==> src/rtl/pc_fetch_unit.sv <==
// -----------------------------------------------------------------------------
// pc_fetch_unit
//   Program-counter and instruction-fetch stage of the MIPS core. Holds the PC,
//   requests instructions from instruction memory, latches the fetched word for
//   decode and computes the next PC (PC+4, branch, J-type, JR).
//
// Optional feature macro: PC_MISALIGN_TRAP_EN
//   defined   : a misaligned next PC (only JR can produce one) sets the sticky
//               misalign_err flag and parks the unit in HALT until reset.
//   undefined : the low two bits of the next PC are cleared and fetch goes on;
//               misalign_err is tied to 0.
//
// Ports
//   clk, rst_n           clock, synchronous active-low reset
//   imem_req/addr        fetch request and address (address = pc_out)
//   imem_ready/rdata     memory handshake and returned instruction word
//   instr_out/valid      instruction presented to decode
//   pc_out, pc_plus4     PC of instr_out and PC+4 (combinational)
//   stall                decode not ready, hold the current instruction
//   branch_taken, sign_ext_imm   conditional branch redirect (word offset)
//   jump, jump_target    J/JAL redirect
//   jr, jr_addr          JR redirect
//   retired_cnt          instructions accepted by decode (wraps)
//   misalign_err         sticky misaligned-target flag
// -----------------------------------------------------------------------------
module pc_fetch_unit #(
  parameter logic [31:0] RESET_PC = 32'h0000_0000,
  parameter int          CNT_W    = 32
) (
  input  logic             clk,
  input  logic             rst_n,
  output logic             imem_req,
  output logic [31:0]      imem_addr,
  input  logic             imem_ready,
  input  logic [31:0]      imem_rdata,
  output logic [31:0]      instr_out,
  output logic             instr_valid,
  output logic [31:0]      pc_out,
  output logic [31:0]      pc_plus4,
  input  logic             stall,
  input  logic             branch_taken,
  input  logic [31:0]      sign_ext_imm,
  input  logic             jump,
  input  logic [25:0]      jump_target,
  input  logic             jr,
  input  logic [31:0]      jr_addr,
  output logic [CNT_W-1:0] retired_cnt,
  output logic             misalign_err
);

  typedef enum logic [1:0] {IDLE, FETCH, ISSUE, HALT} state_t;

  state_t             state_reg, state_next;
  logic [31:0]        pc_reg, pc_next;
  logic [31:0]        instr_reg, instr_next;
  logic               valid_reg, valid_next;
  logic [CNT_W-1:0]   cnt_reg, cnt_next;

  logic [31:0]        branch_addr;
  logic [31:0]        jump_addr;
  logic [31:0]        sel_pc;

  assign pc_plus4    = pc_reg + 32'd4;
  // Branch offset is in words; the shift drops the top two immediate bits.
  assign branch_addr = pc_plus4 + {sign_ext_imm[29:0], 2'b00};
  assign jump_addr   = {pc_plus4[31:28], jump_target, 2'b00};

  // Redirect priority: JR, then J, then taken branch, then sequential.
  always_comb begin
    sel_pc = pc_plus4;
    if (jr)
      sel_pc = jr_addr;
    else if (jump)
      sel_pc = jump_addr;
    else if (branch_taken)
      sel_pc = branch_addr;
  end

  assign imem_req    = (state_reg == FETCH);
  assign imem_addr   = pc_reg;
  assign instr_out   = instr_reg;
  assign instr_valid = valid_reg;
  assign pc_out      = pc_reg;
  assign retired_cnt = cnt_reg;

`ifdef PC_MISALIGN_TRAP_EN
  logic err_reg, err_next;
  assign misalign_err = err_reg;
`else
  assign misalign_err = 1'b0;
`endif

  always_comb begin
    state_next = state_reg;
    pc_next    = pc_reg;
    instr_next = instr_reg;
    valid_next = valid_reg;
    cnt_next   = cnt_reg;
`ifdef PC_MISALIGN_TRAP_EN
    err_next   = err_reg;
`endif
    case (state_reg)
      IDLE: state_next = FETCH;
      FETCH: begin
        if (imem_ready) begin
          instr_next = imem_rdata;
          valid_next = 1'b1;
          state_next = ISSUE;
        end
      end
      ISSUE: begin
        // While stalled everything, including redirects, is ignored.
        if (!stall) begin
          cnt_next = cnt_reg + CNT_W'(1);
`ifdef PC_MISALIGN_TRAP_EN
          if (sel_pc[1:0] != 2'b00) begin
            // Keep the faulting PC and instruction visible for debug.
            err_next   = 1'b1;
            state_next = HALT;
          end else begin
            pc_next    = sel_pc;
            valid_next = 1'b0;
            state_next = FETCH;
          end
`else
          pc_next    = sel_pc & ~32'h3;
          valid_next = 1'b0;
          state_next = FETCH;
`endif
        end
      end
      HALT: state_next = HALT;
      default: state_next = IDLE;
    endcase
  end

  always_ff @(posedge clk) begin
    if (!rst_n) begin
      state_reg <= IDLE;
      pc_reg    <= RESET_PC;
      instr_reg <= 32'h0;
      valid_reg <= 1'b0;
      cnt_reg   <= '0;
`ifdef PC_MISALIGN_TRAP_EN
      err_reg   <= 1'b0;
`endif
    end else begin
      state_reg <= state_next;
      pc_reg    <= pc_next;
      instr_reg <= instr_next;
      valid_reg <= valid_next;
      cnt_reg   <= cnt_next;
`ifdef PC_MISALIGN_TRAP_EN
      err_reg   <= err_next;
`endif
    end
  end

endmodule

==> config.mk <==
export PLATFORM = sky130hd
export DESIGN_NAME = pc_fetch_unit
export DESIGN_NICKNAME = d
export VERILOG_FILES = /design/src/rtl/pc_fetch_unit.sv
export SDC_FILE = /design/constraint.sdc
export NUM_CORES = 1
export LEC_CHECK = 0
export BUFFER_PORTS_ARGS = -buffer_cell sky130_fd_sc_hd__buf_4
export CAP_MARGIN = 0
export CORE_ASPECT_RATIO = 1.25
export CORE_UTILIZATION = 53
export CTS_CLUSTER_SIZE = 10
export DETAILED_ROUTE_END_ITERATION = 12
export PLACE_DENSITY = 0.86
export SLEW_MARGIN = 5
export SYNTH_ARGS = -nofsm -noshare
export SYNTH_HDL_FRONTEND = slang
export SYNTH_SLANG_ARGS = --single-unit
export TNS_END_PERCENT = 1
==> constraint.sdc <==
create_clock -name clk -period 9.4 [get_ports clk]
set_input_delay 1.41 -clock clk [delete_from_list [all_inputs] [get_ports clk]]
set_output_delay 1.41 -clock clk [all_outputs]
set_load 0.1 [all_outputs]
==> results.txt, run 1 <==
Status: finished, final reports clean
Synth top area cells: dfxtp_1 (27%), nand2_1 (7.9%), ha_1 (6.5%)
Worst reg2reg setup slack: 4.92 ns
Nature of the critical path endpoint: flip-flop
Htree depth: 3
Number of fill cells in the layout: 1,142
Area fraction of the dominant cell type after synthesis: 0.2718
Slowest CP cell: dfxtp_1
Wire length per cell: 17.93 um
DPL Wire Length: 17,520 um
WP data arrival: 4.71 ns
Worst Reg-to-Reg Cells: 15
Reg2Reg Launch Point: imem_addr[2]
Total die area: 0.01395 mm^2
Synth cell count leaders: nand2_1 (150), dfxtp_1 (97), a21oi_1 (56)
CTS resizes: 0
WP depth: 15
N_diodes: 0
Most numerous cell in the Yosys netlist: nand2_1
Total GRT Usage: 0.3295
Post-Syn Instances: 898
Worst skew pair latency: 0.35 ns
Rows: 47
Post-CTS setup buffer count: 0
TNS Setup: 0 ns
Largest stage delay on the critical path: 0.50 ns
Max Cap Viol: 0
Avg Inst Size Synth: 7.956 um^2
Layout cell share with drive strength beyond 1: 0.2959
Synth cell types: 81
DRT antenna net count: 0
Synth Cell Area: 0.007144 mm^2
Ys async rst share: 0
Largest net degree at the start of global routing: 104
Family with the most delay on the worst path: compound AO/OA/AOI/OAI gates
Critical-path cell list: ha_1 -> and4_2 -> nand3_1 -> nor3_2 -> and3_1 -> xor2_1 -> ha_1 -> a21o_1 -> a21o_1 -> a221o_1 -> a2111oi_4 -> o21ai_0 -> a21oi_1 -> xnor2_1 -> o211ai_2
Number of global-route vias before repair: 7,261
Die width: 105.8 um
# hold bufs at CTS: 0
Number of DRC markers in iteration 0: 452
Setup violators final: 0
Post-Layout Cell Count: 1,293
Maximum clock rate: 0.2234 GHz
First-pass DRT Iterations: 5
Critical Path Source: imem_addr[2]
Worst EP required: 9.63 ns
CTS Buffer Depth: 2
Worst Tran Pin Value: 1.166 ns
RePlAce Congestion: 0.9020
Max Clock Skew: 0.01343 ns
R2r endpoint: imem_addr[31]
RSZ-0062 raised after global routing: false
Core ar.: 0.01317 mm^2
Cts bufs inserted: 9
Dpl cells: 1,277
Seq/Total Area, Yosys: 0.2718
Fin. max-slew vios: 0
Slew headroom: 0.2228
FF+latch count, synth: 97
Vias per Instance: 5.822
CP max FO: 7
Area Overhead vs Synth: 30.23%
CP Launch Type: flip-flop
Antenna violations before repair: 0
Final setup margin: 4.923 ns
Place WS: 5.049 ns
Post-synth EDFFs: 0
Port buffer count: 280
Initial Util: 0.5424
Number of vias in the routed layout: 7,528
Io pins: 292
CTS tree: done
CP endpoint: imem_addr[31]
Cell taking the most area after synthesis: dfxtp_1
Clk sink count: 97
Main flop type after synthesis: dfxtp_1
Clk pin slew, worst setup/hold paths: 0.08 ns
Cell Pwr Density: 128.1 mW/mm^2
Total wire length: 23,190 um
Leak Pwr: 4.442 nW
Worst path bufs/invs: 0
HP Class: flip-flop to flip-flop
Final Cycle Share: 0.4762
Final hold violation count: 0
Global-route wire length before repair: 36,480 um
Post-route DRC: 0
Fin nets: 1,284
Hold Slack: 0.4672 ns
Crit path kind: flip-flop to flip-flop
Die H: 131.8 um
Synthesis Warnings: 0
Max rail drop VDD: 0.0001166 V
Global route overflow: 0
Post-layout util: 0.7063
Root Buffer: clkbuf_16
Tmin final: 4.477 ns
worst min path at each step:
stage / start / endpoint / slack (ns) / cells past startpoint
5_1_grt: instr_out[25] / instr_out[25] / 0.49 / 2
2_1_floorplan: state_reg[1] / state_reg[1] / 0.50 / 2
6_report: instr_out[14] / instr_out[14] / 0.47 / 2
3_3_place_gp: instr_out[2] / instr_out[2] / 0.45 / 2
4_1_cts: instr_out[11] / instr_out[11] / 0.47 / 2
3_5_place_dp: instr_out[11] / instr_out[11] / 0.46 / 2
layer usage:
metal	wire, um	global-route usage	share of wire
met4	1066	0.1667	0.046
met3	1702	0.05833	0.073
met5	0	0	0
met1	8591	0.3602	0.37
met2	11830	0.6028	0.51
stage by stage:
step	area, um^2	total power [mW]
floorplan	7167	0.7076
global placement	8981	0.7972
detailed placement	8981	0.7995
CTS	9304	1.198
global route	9304	1.232
finish	9304	1.192
layout make-up:
cell class / count / area (um^2) / share of cell area
Clock buffer: 10 / 239.0 / 0.02569
Clock inverter: 6 / 83.83 / 0.009010
Multi-Input combinational cell: 711 / 4652 / 0.5000
Timing Repair Buffer: 281 / 2110 / 0.2267
Sequential cell: 97 / 1942 / 0.2087
Inverter: 17 / 63.81 / 0.006859
Tap cell: 171 / 214.0 / 0.02300
report_power, final:
part | leakage, nW | total, mW | switching, mW | internal, mW
logic | 3.50 | 0.356 | 0.252 | 0.104
clock network | 0.158 | 0.400 | 0.180 | 0.220
registers | 0.786 | 0.436 | 0.0133 | 0.422
worst min-delay path: stages (launching register included):
cell and delay, ns:
dfxtp_1 0.31, nand2_1 0.05, a21boi_0 0.06
kinds of logic after synthesis:
| kind of cell | Yosys count | share of synthesized area |
|---|---|---|
| simple gates | 343 | 0.2448 |
| compound gates | 241 | 0.2287 |
| flops | 97 | 0.2718 |
| buf+inv | 96 | 0.08021 |
| xor+xnor | 74 | 0.09492 |
| fa+ha+maj | 38 | 0.06760 |
| mux | 8 | 0.01138 |
| other cells | 1 | 0.0005249 |
cell usage in the layout, fill, tap and decap left out, drive strengths merged, types with 10 or more instances in the layout:
cell    count
buf       281
nand2     153
dfxtp      97
a21oi      56
xnor2      50
o21ai      44
a21boi     43
nand3      41
ha         37
nor2       37
and2       32
xor2       24
nand4      18
a21o       17
inv        17
and3       15
o211ai     12
clkbuf     10
Note: power is estimated with default switching activity, not from simulation.
==> run 2, diff against run 1 <==
- ABC_AREA: not set -> 1
- CORE_UTILIZATION: 53 -> 51
- PLACE_DENSITY: 0.86 -> 0.81
- clock period: 9.4 -> 4.2 ns (I/O delays scaled with it)
==> results.txt, run 2 <==
Status: finished, final reports clean
Switch Pwr: 0.9432 mW (+110%)
Met3 wire length: 2143 um (+26%)
Final Cycle Share: 0.9197 (+0.4434)
Number of DRC markers in iteration 0: 580 (+28%)
Worst EP required: 4.39 ns (-5.24 ns)
Max rail drop VDD: 0.0002876 V (+150%)
Die H: 141.9 um (+7.6%)
Root Buffer: clkbuf_16
CP max FO: 6 (-1)
Clk sink count: 97 (unchanged)
Slowest CP cell: ha_1
Power, Total: 2.504 mW (+110%)
WL met1: 10,830 um (+26%)
Port buffer count: 280 (unchanged)
Cts bufs inserted: 9 (unchanged)
DPL Wire Length: 23,280 um (+33%)
Post-synth EDFFs: 0 (unchanged)
Die width: 113.9 um (+7.6%)
Commonest non-fill, non-tap cells in the layout: nand2_1 (468), buf_4 (287), inv_1 (169)
Io pins: 292 (unchanged)
CTS resizes: 0 (unchanged)
Setup violators final: 0 (unchanged)
Post-route DRC: 0 (unchanged)
Sw frac: 0.3767 (+0.003286)
CTS Buffer Depth: 2 (unchanged)
Synth Cell Area: 0.007980 mm^2 (+12%)
Total wire length: 28,860 um (+24%)
Final setup margin: 0.3375 ns (-4.586 ns)
Reg area: 0.001944 mm^2 (+0.13%)
Global route overflow: 0 (unchanged)
CTS tree: done
Worst path bufs/invs: 1 (+1)
Crit path kind: flip-flop to flip-flop
Rows: 50 (+6.4%)
Number of vias in the routed layout: 9,513 (+26%)
Commonest non-fill, non-tap cell in the layout: nand2_1
Area Overhead vs Synth: 30.64%
Core ar.: 0.01514 mm^2 (+15%)
Worst Tran Pin Value: 0.9882 ns (-0.1775 ns)
Total GRT Usage: 0.3561 (+0.02660)
Top cell by count, worst path: nand2_1
# hold bufs at CTS: 0 (unchanged)
Comb pwr share: 0.303 (+0.004)
Largest net degree at the start of global routing: 61 (-41%)
Seq/Total Area, Yosys: 0.2433 (-0.02847)
Post-CTS setup buffer count: 0 (unchanged)
First-pass DRT Iterations: 6 (+1)
Fin. max-slew vios: 0 (unchanged)
Clock Power Share: 0.311 (-0.024)
Main flop type after synthesis: dfxtp_1
Top layer in use: met4
TNS Setup: 0 ns (unchanged)
Antenna violations before repair: 0 (unchanged)
Htree depth: 3 (unchanged)
Max Clock Skew: 0.006462 ns (-0.006965 ns)
Synth cell types: 39 (-52%)
Reg power frac: 0.386 (+0.021)
Maximum clock rate: 0.2589 GHz (+16%)
Clk pin slew, worst setup/hold paths: 0.07 ns (about the same)
Final hold violation count: 0 (unchanged)
Avg Inst Size Synth: 5.804 um^2 (-27%)
Cell area after layout: 0.01043 mm^2 (+12%)
Tmin final: 3.863 ns (-0.6141 ns)
Family with the most delay on the worst path: simple AND/OR/NAND/NOR gates
Post-DP Area: 0.01015 mm^2 (+13%)
Slew headroom: 0.3405 (+0.1176)
Leak Pwr: 5.257 nW (+18%)
Area of the multi-input gates: 0.005126 mm^2 (+10%)
Number of fill cells in the layout: 1,413 (+24%)
Place WS: 0.3913 ns (-4.657 ns)
Fin nets: 1,773 (+38%)
Vias per Instance: 5.230 (-10%)
Layout cell share with drive strength beyond 1: 0.2104 (-0.08547)
Post-Layout Cell Count: 1,819 (+41%)
Number of global-route vias before repair: 9,004 (+24%)
N_diodes: 0 (unchanged)
Synthesis Warnings: 0 (unchanged)
Nature of the critical path endpoint: flip-flop
Largest stage delay on the critical path: 0.43 ns (-0.07 ns)
Initial Util: 0.5271 (-0.01526)
RePlAce Congestion: 0.9845 (+9.1%)
Post-Syn Instances: 1,375 (+53%)
Hold Slack: 0.4654 ns (-0.001794 ns)
Metal2 WL: 14,740 um (+25%)
Internal: 1.560 mW (+110%)
Dpl cells: 1,803 (+41%)
CP Launch Type: flip-flop
Wire length per cell: 15.86 um (-12%)
Synth top area cells: dfxtp_1 (24%), nand2_1 (22%), a21oi_1 (8.8%)
Cell Pwr Density: 240.1 mW/mm^2 (+88%)
DRT antenna net count: 0 (unchanged)
Post-layout util: 0.6886 (-0.01771)
Worst skew pair latency: 0.35 ns (about the same)
HP Class: flip-flop to flip-flop
Ys async rst share: 0 (unchanged)
RSZ-0062 raised after global routing: false
Cell taking the most area after synthesis: dfxtp_1
Area fraction of the dominant cell type after synthesis: 0.2433 (-0.02847)
Max Cap Viol: 0 (unchanged)
Synth cell count leaders: nand2_1 (468), inv_1 (170), nor2_1 (155)
Total die area: 0.01616 mm^2 (+16%)
FF+latch count, synth: 97 (unchanged)
Most numerous cell in the Yosys netlist: nand2_1
WP data arrival: 4.05 ns (-0.66 ns)
Global-route wire length before repair: 44,930 um (+23%)
Critical-path cell list: ha_1 -> nand3_1 -> inv_1 -> nand2_1 -> nor2_2 -> nand2_1 -> nor2_1 -> xor2_4 -> ha_1 -> nand2_1 -> nor2_1 -> nand2_1 -> nor2_1 -> nand2_1 -> nand3_1 -> nor2_1 -> o21ai_0 -> nand2_1 -> nand2_1 -> a21oi_1
[run 2: cell count changes after synthesis, moves of 12 or more]
cell      before  now
a21boi_0      41    0
a21o_1        17    2
a21oi_1       56  140
and2_1        32    2
and3_1        15    1
inv_1         15  170
nand2_1      150  468
nand3_1       38   68
nor2_1        35  155
nor3_1         5   17
xnor2_1       47   14
[run 2: cell families (layout without fill, tap and decap cells)]
family / after synthesis / count (layout) / synth area share
xor gates and xnor gates: 39 / 39 / 0.04280
DFF: 97 / 97 / 0.2433
adders and majority gates: 38 / 38 / 0.06052
other: 1 / 7 / 0.0004699
buffers and inverters: 248 / 478 / 0.1341
and+or+nand+nor: 755 / 755 / 0.3892
AOI/OAI and AO/OA: 197 / 197 / 0.1297
[run 2: power by group through the flow]
stage               Combinational (mW)  Sequential [mW]  Clock (mW)
global route                     0.804            0.970       0.817
CTS                              0.753            0.967       0.786
floorplan                        0.377             1.14           0
global placement                 0.746            0.987           0
detailed placement               0.751            0.988           0
finish                           0.757            0.967       0.779
[run 2: cell type report]
cell class,count,share of cell area
repair buffers,287,0.2067
clock inverters,7,0.005161
inverters,175,0.06337
well taps,208,0.02496
clock buffers,9,0.02160
multi-input cells,1036,0.4917
flip-flops and latches,97,0.1865
[run 2: worst reg2reg max path, cell delays in order (launching register included)]
cell and delay, ns:
dfxtp_2 0.41, ha_1 0.25, nand3_1 0.14, inv_1 0.14
nand2_1 0.17, nor2_2 0.24, nand2_1 0.19, nor2_1 0.30
xor2_4 0.14, ha_1 0.43, nand2_1 0.16, nor2_1 0.23
nand2_1 0.11, nor2_1 0.11, nand2_1 0.06, nand3_1 0.14
nor2_1 0.05, o21ai_0 0.17, nand2_1 0.10, nand2_1 0.07
a21oi_1 0.07
[run 2: routing by layer]
| layer | vias to the layer above | track usage |
|---|---|---|
| met4 | 0 | 0.1599 |
| met3 | 70 | 0.05980 |
| met2 | 370 | 0.6637 |
| met5 | - | 0 |
| li1 | 4764 | - |
| met1 | 4309 | 0.3918 |
[run 2: final timing paths]
kind	end	from	cells past startpoint	slack (ns)
worst max register to register	imem_addr[25]	imem_addr[2]	20	0.34
worst min-delay path	instr_out[1]	instr_out[1]	2	0.47
worst max-delay path	imem_addr[25]	imem_addr[2]	20	0.34
worst min register to register	instr_out[1]	instr_out[1]	2	0.47
==> run 3, diff against run 2 <==
- CORE_UTILIZATION: 51 -> 55
- PLACE_DENSITY: 0.81 -> 0.87
- clock period: 4.2 -> 4.6 ns (I/O delays scaled with it)
==> results.txt, run 3 (synthesis results as in run 2) <==
Status: finished, final reports clean
Max rail drop VDD: 0.0003183 V (+11%)
Rows: 48 (-4.0%)
Clk sink count: 97 (unchanged)
Worst Reg-to-Reg Cells: 16 (-20%)
Dpl cells: 1,768 (-1.9%)
N_diodes: 0 (unchanged)
Global-route wire length before repair: 43,760 um (-2.6%)
Max Cap Viol: 0 (unchanged)
Worst EP required: 4.80 ns (+0.41 ns)
Io pins: 292 (unchanged)
Worst skew pair latency: 0.35 ns (about the same)
Htree depth: 3 (unchanged)
Number of fill cells in the layout: 1,267 (-10%)
Fin. max-slew vios: 0 (unchanged)
CTS Buffer Depth: 2 (unchanged)
Crit path kind: flip-flop to flip-flop
Internal: 1.431 mW (-8.3%)
Nature of the critical path endpoint: flip-flop
Final hold violation count: 0 (unchanged)
Die width: 109.7 um (-3.6%)
RSZ-0062 raised after global routing: false
HP Class: flip-flop to flip-flop
Largest net degree at the start of global routing: 59 (-3.3%)
Root Buffer: clkbuf_16
Slew headroom: 0.3486 (+0.008151)
Commonest non-fill, non-tap cells in the layout: nand2_1 (468), buf_4 (285), inv_1 (170)
Total wire length: 28,530 um (-1.1%)
Hold Slack: 0.4690 ns (+0.003595 ns)
CTS tree: done
Number of vias in the routed layout: 9,695 (+1.9%)
Worst reg2reg setup slack: 0.90 ns (+0.56 ns)
Final Cycle Share: 0.8052 (-0.1145)
Post-Layout Cell Count: 1,784 (-1.9%)
Leak Pwr: 5.247 nW (-0.18%)
Worst path bufs/invs: 1 (unchanged)
CP Launch Type: flip-flop
Wire length per cell: 15.99 um (+0.80%)
Port buffer count: 280 (unchanged)
TNS Setup: 0 ns (unchanged)
WP depth: 16 (-20%)
Layout cell share with drive strength beyond 1: 0.2070 (-0.003467)
Hold Crit Start: instr_out[20]
Family with the most delay on the worst path: simple AND/OR/NAND/NOR gates
DPL Wire Length: 22,750 um (-2.3%)
R2r endpoint: imem_addr[14]
Post-CTS setup buffer count: 0 (unchanged)
Comb pwr share: 0.298 (-0.005)
Cts bufs inserted: 9 (unchanged)
Fin nets: 1,771 (-0.11%)
Worst Tran Pin Value: 0.9760 ns (-0.01221 ns)
Top cell by count, worst path: nand2_1
Number of DRC markers in iteration 0: 793 (+37%)
Antenna violations before repair: 0 (unchanged)
Die H: 136.7 um (-3.7%)
Reg power frac: 0.383 (-0.003)
Initial Util: 0.5703 (+0.04317)
CTS resizes: 0 (unchanged)
# hold bufs at CTS: 0 (unchanged)
Tmin final: 3.704 ns (-0.1587 ns)
Area Overhead vs Synth: 29.32%
Vias per Instance: 5.434 (+3.9%)
Critical-path cell list: nand2_1 -> nor2_1 -> nand2_1 -> nor2_1 -> xor2_2 -> ha_1 -> nand2_1 -> inv_1 -> a21oi_1 -> nand2_1 -> nand2_1 -> nand2_1 -> o21ai_0 -> a21oi_1 -> o21ai_0 -> a21oi_1
Commonest non-fill, non-tap cell in the layout: nand2_1
Number of global-route vias before repair: 8,964 (-0.44%)
Core ar.: 0.01399 mm^2 (-7.6%)
WP data arrival: 3.91 ns (-0.14 ns)
Maximum clock rate: 0.2700 GHz (+4.3%)
Total die area: 0.01500 mm^2 (-7.2%)
Setup violators final: 0 (unchanged)
Sw frac: 0.3795 (+0.002724)
Slowest CP cell: dfxtp_1
Hold EP: instr_out[20]
Total GRT Usage: 0.3820 (+0.02590)
Largest stage delay on the critical path: 0.48 ns (+0.05 ns)
Switch Pwr: 0.8749 mW (-7.2%)
DRT antenna net count: 0 (unchanged)
Clk pin slew, worst setup/hold paths: 0.07 ns (about the same)
Reg2Reg Launch Point: imem_addr[6]
CP max FO: 8 (+2)
First-pass DRT Iterations: 5 (-1)
Max Clock Skew: 0.005563 ns (-0.0008994 ns)
Cell Pwr Density: 223.4 mW/mm^2 (-7.0%)
RePlAce Congestion: 0.9354 (-5.0%)
Worst hold path depth: 2 (unchanged)
Post-route DRC: 0 (unchanged)
Clock Power Share: 0.319 (+0.008)
Global route overflow: 0 (unchanged)
run 3: cell count changes in the layout (fill, tap and decap cells not counted), sizes merged:
cell,delta
buf,-2
clkinvlp,-2
inv,+2
run 3: worst max-delay path by stage:
| stage | end | from | slack, ns |
|---|---|---|---|
| 2_1_floorplan | imem_addr[29] | imem_addr[2] | 0.05 |
| 3_3_place_gp | imem_addr[30] | imem_addr[2] | 1.05 |
| 3_5_place_dp | imem_addr[30] | imem_addr[2] | 0.99 |
| 4_1_cts | imem_addr[30] | imem_addr[2] | 0.96 |
| 5_1_grt | imem_addr[30] | imem_addr[2] | 0.58 |
| 6_report | imem_addr[14] | imem_addr[6] | 0.90 |
run 3: layer usage:
layer  track usage  vias up  routed length, um
met5             0        -                  0
met4        0.2052        0               1251
met3       0.08143       87               2395
met2        0.6782      474              14400
met1        0.4201     4369              10480
li1              -     4765                  -
run 3: metrics by stage:
step / setup slack (ns) / util / power [mW] / area, um^2
CTS: 0.9625 / 0.7375 / 2.302 / 10320
global route: 0.5803 / 0.7375 / 2.381 / 10320
global placement: 1.049 / 0.7168 / 1.576 / 10030
detailed placement: 0.9926 / 0.7168 / 1.582 / 10030
floorplan: 0.04759 / - / 1.387 / 8085
finish: 0.8962 / 0.7375 / 2.306 / 10320
run 3: tightest hold or removal path, cell delays in order, from the launching register on:
cell and delay (ns):
dfxtp_1 0.31, nand2_1 0.06, a21oi_1 0.05
run 3: layout make-up:
class / instances / area [um^2] / share of cell area
Clock buffer: 9 / 225.2 / 0.02182
Sequential cell: 97 / 1942 / 0.1882
Clock inverter: 7 / 63.81 / 0.006183
Multi-Input combinational cell: 1036 / 5074 / 0.4916
Timing Repair Buffer: 285 / 2140 / 0.2073
Inverter: 175 / 656.9 / 0.06365
Tap cell: 175 / 219.0 / 0.02122
run 3: power by group through the flow:
stage	logic [mW]	registers (mW)	clock network, mW
global placement	0.674	0.902	0
detailed placement	0.679	0.902	0
floorplan	0.343	1.04	0
CTS	0.682	0.884	0.736
global route	0.729	0.886	0.767
finish	0.687	0.884	0.734
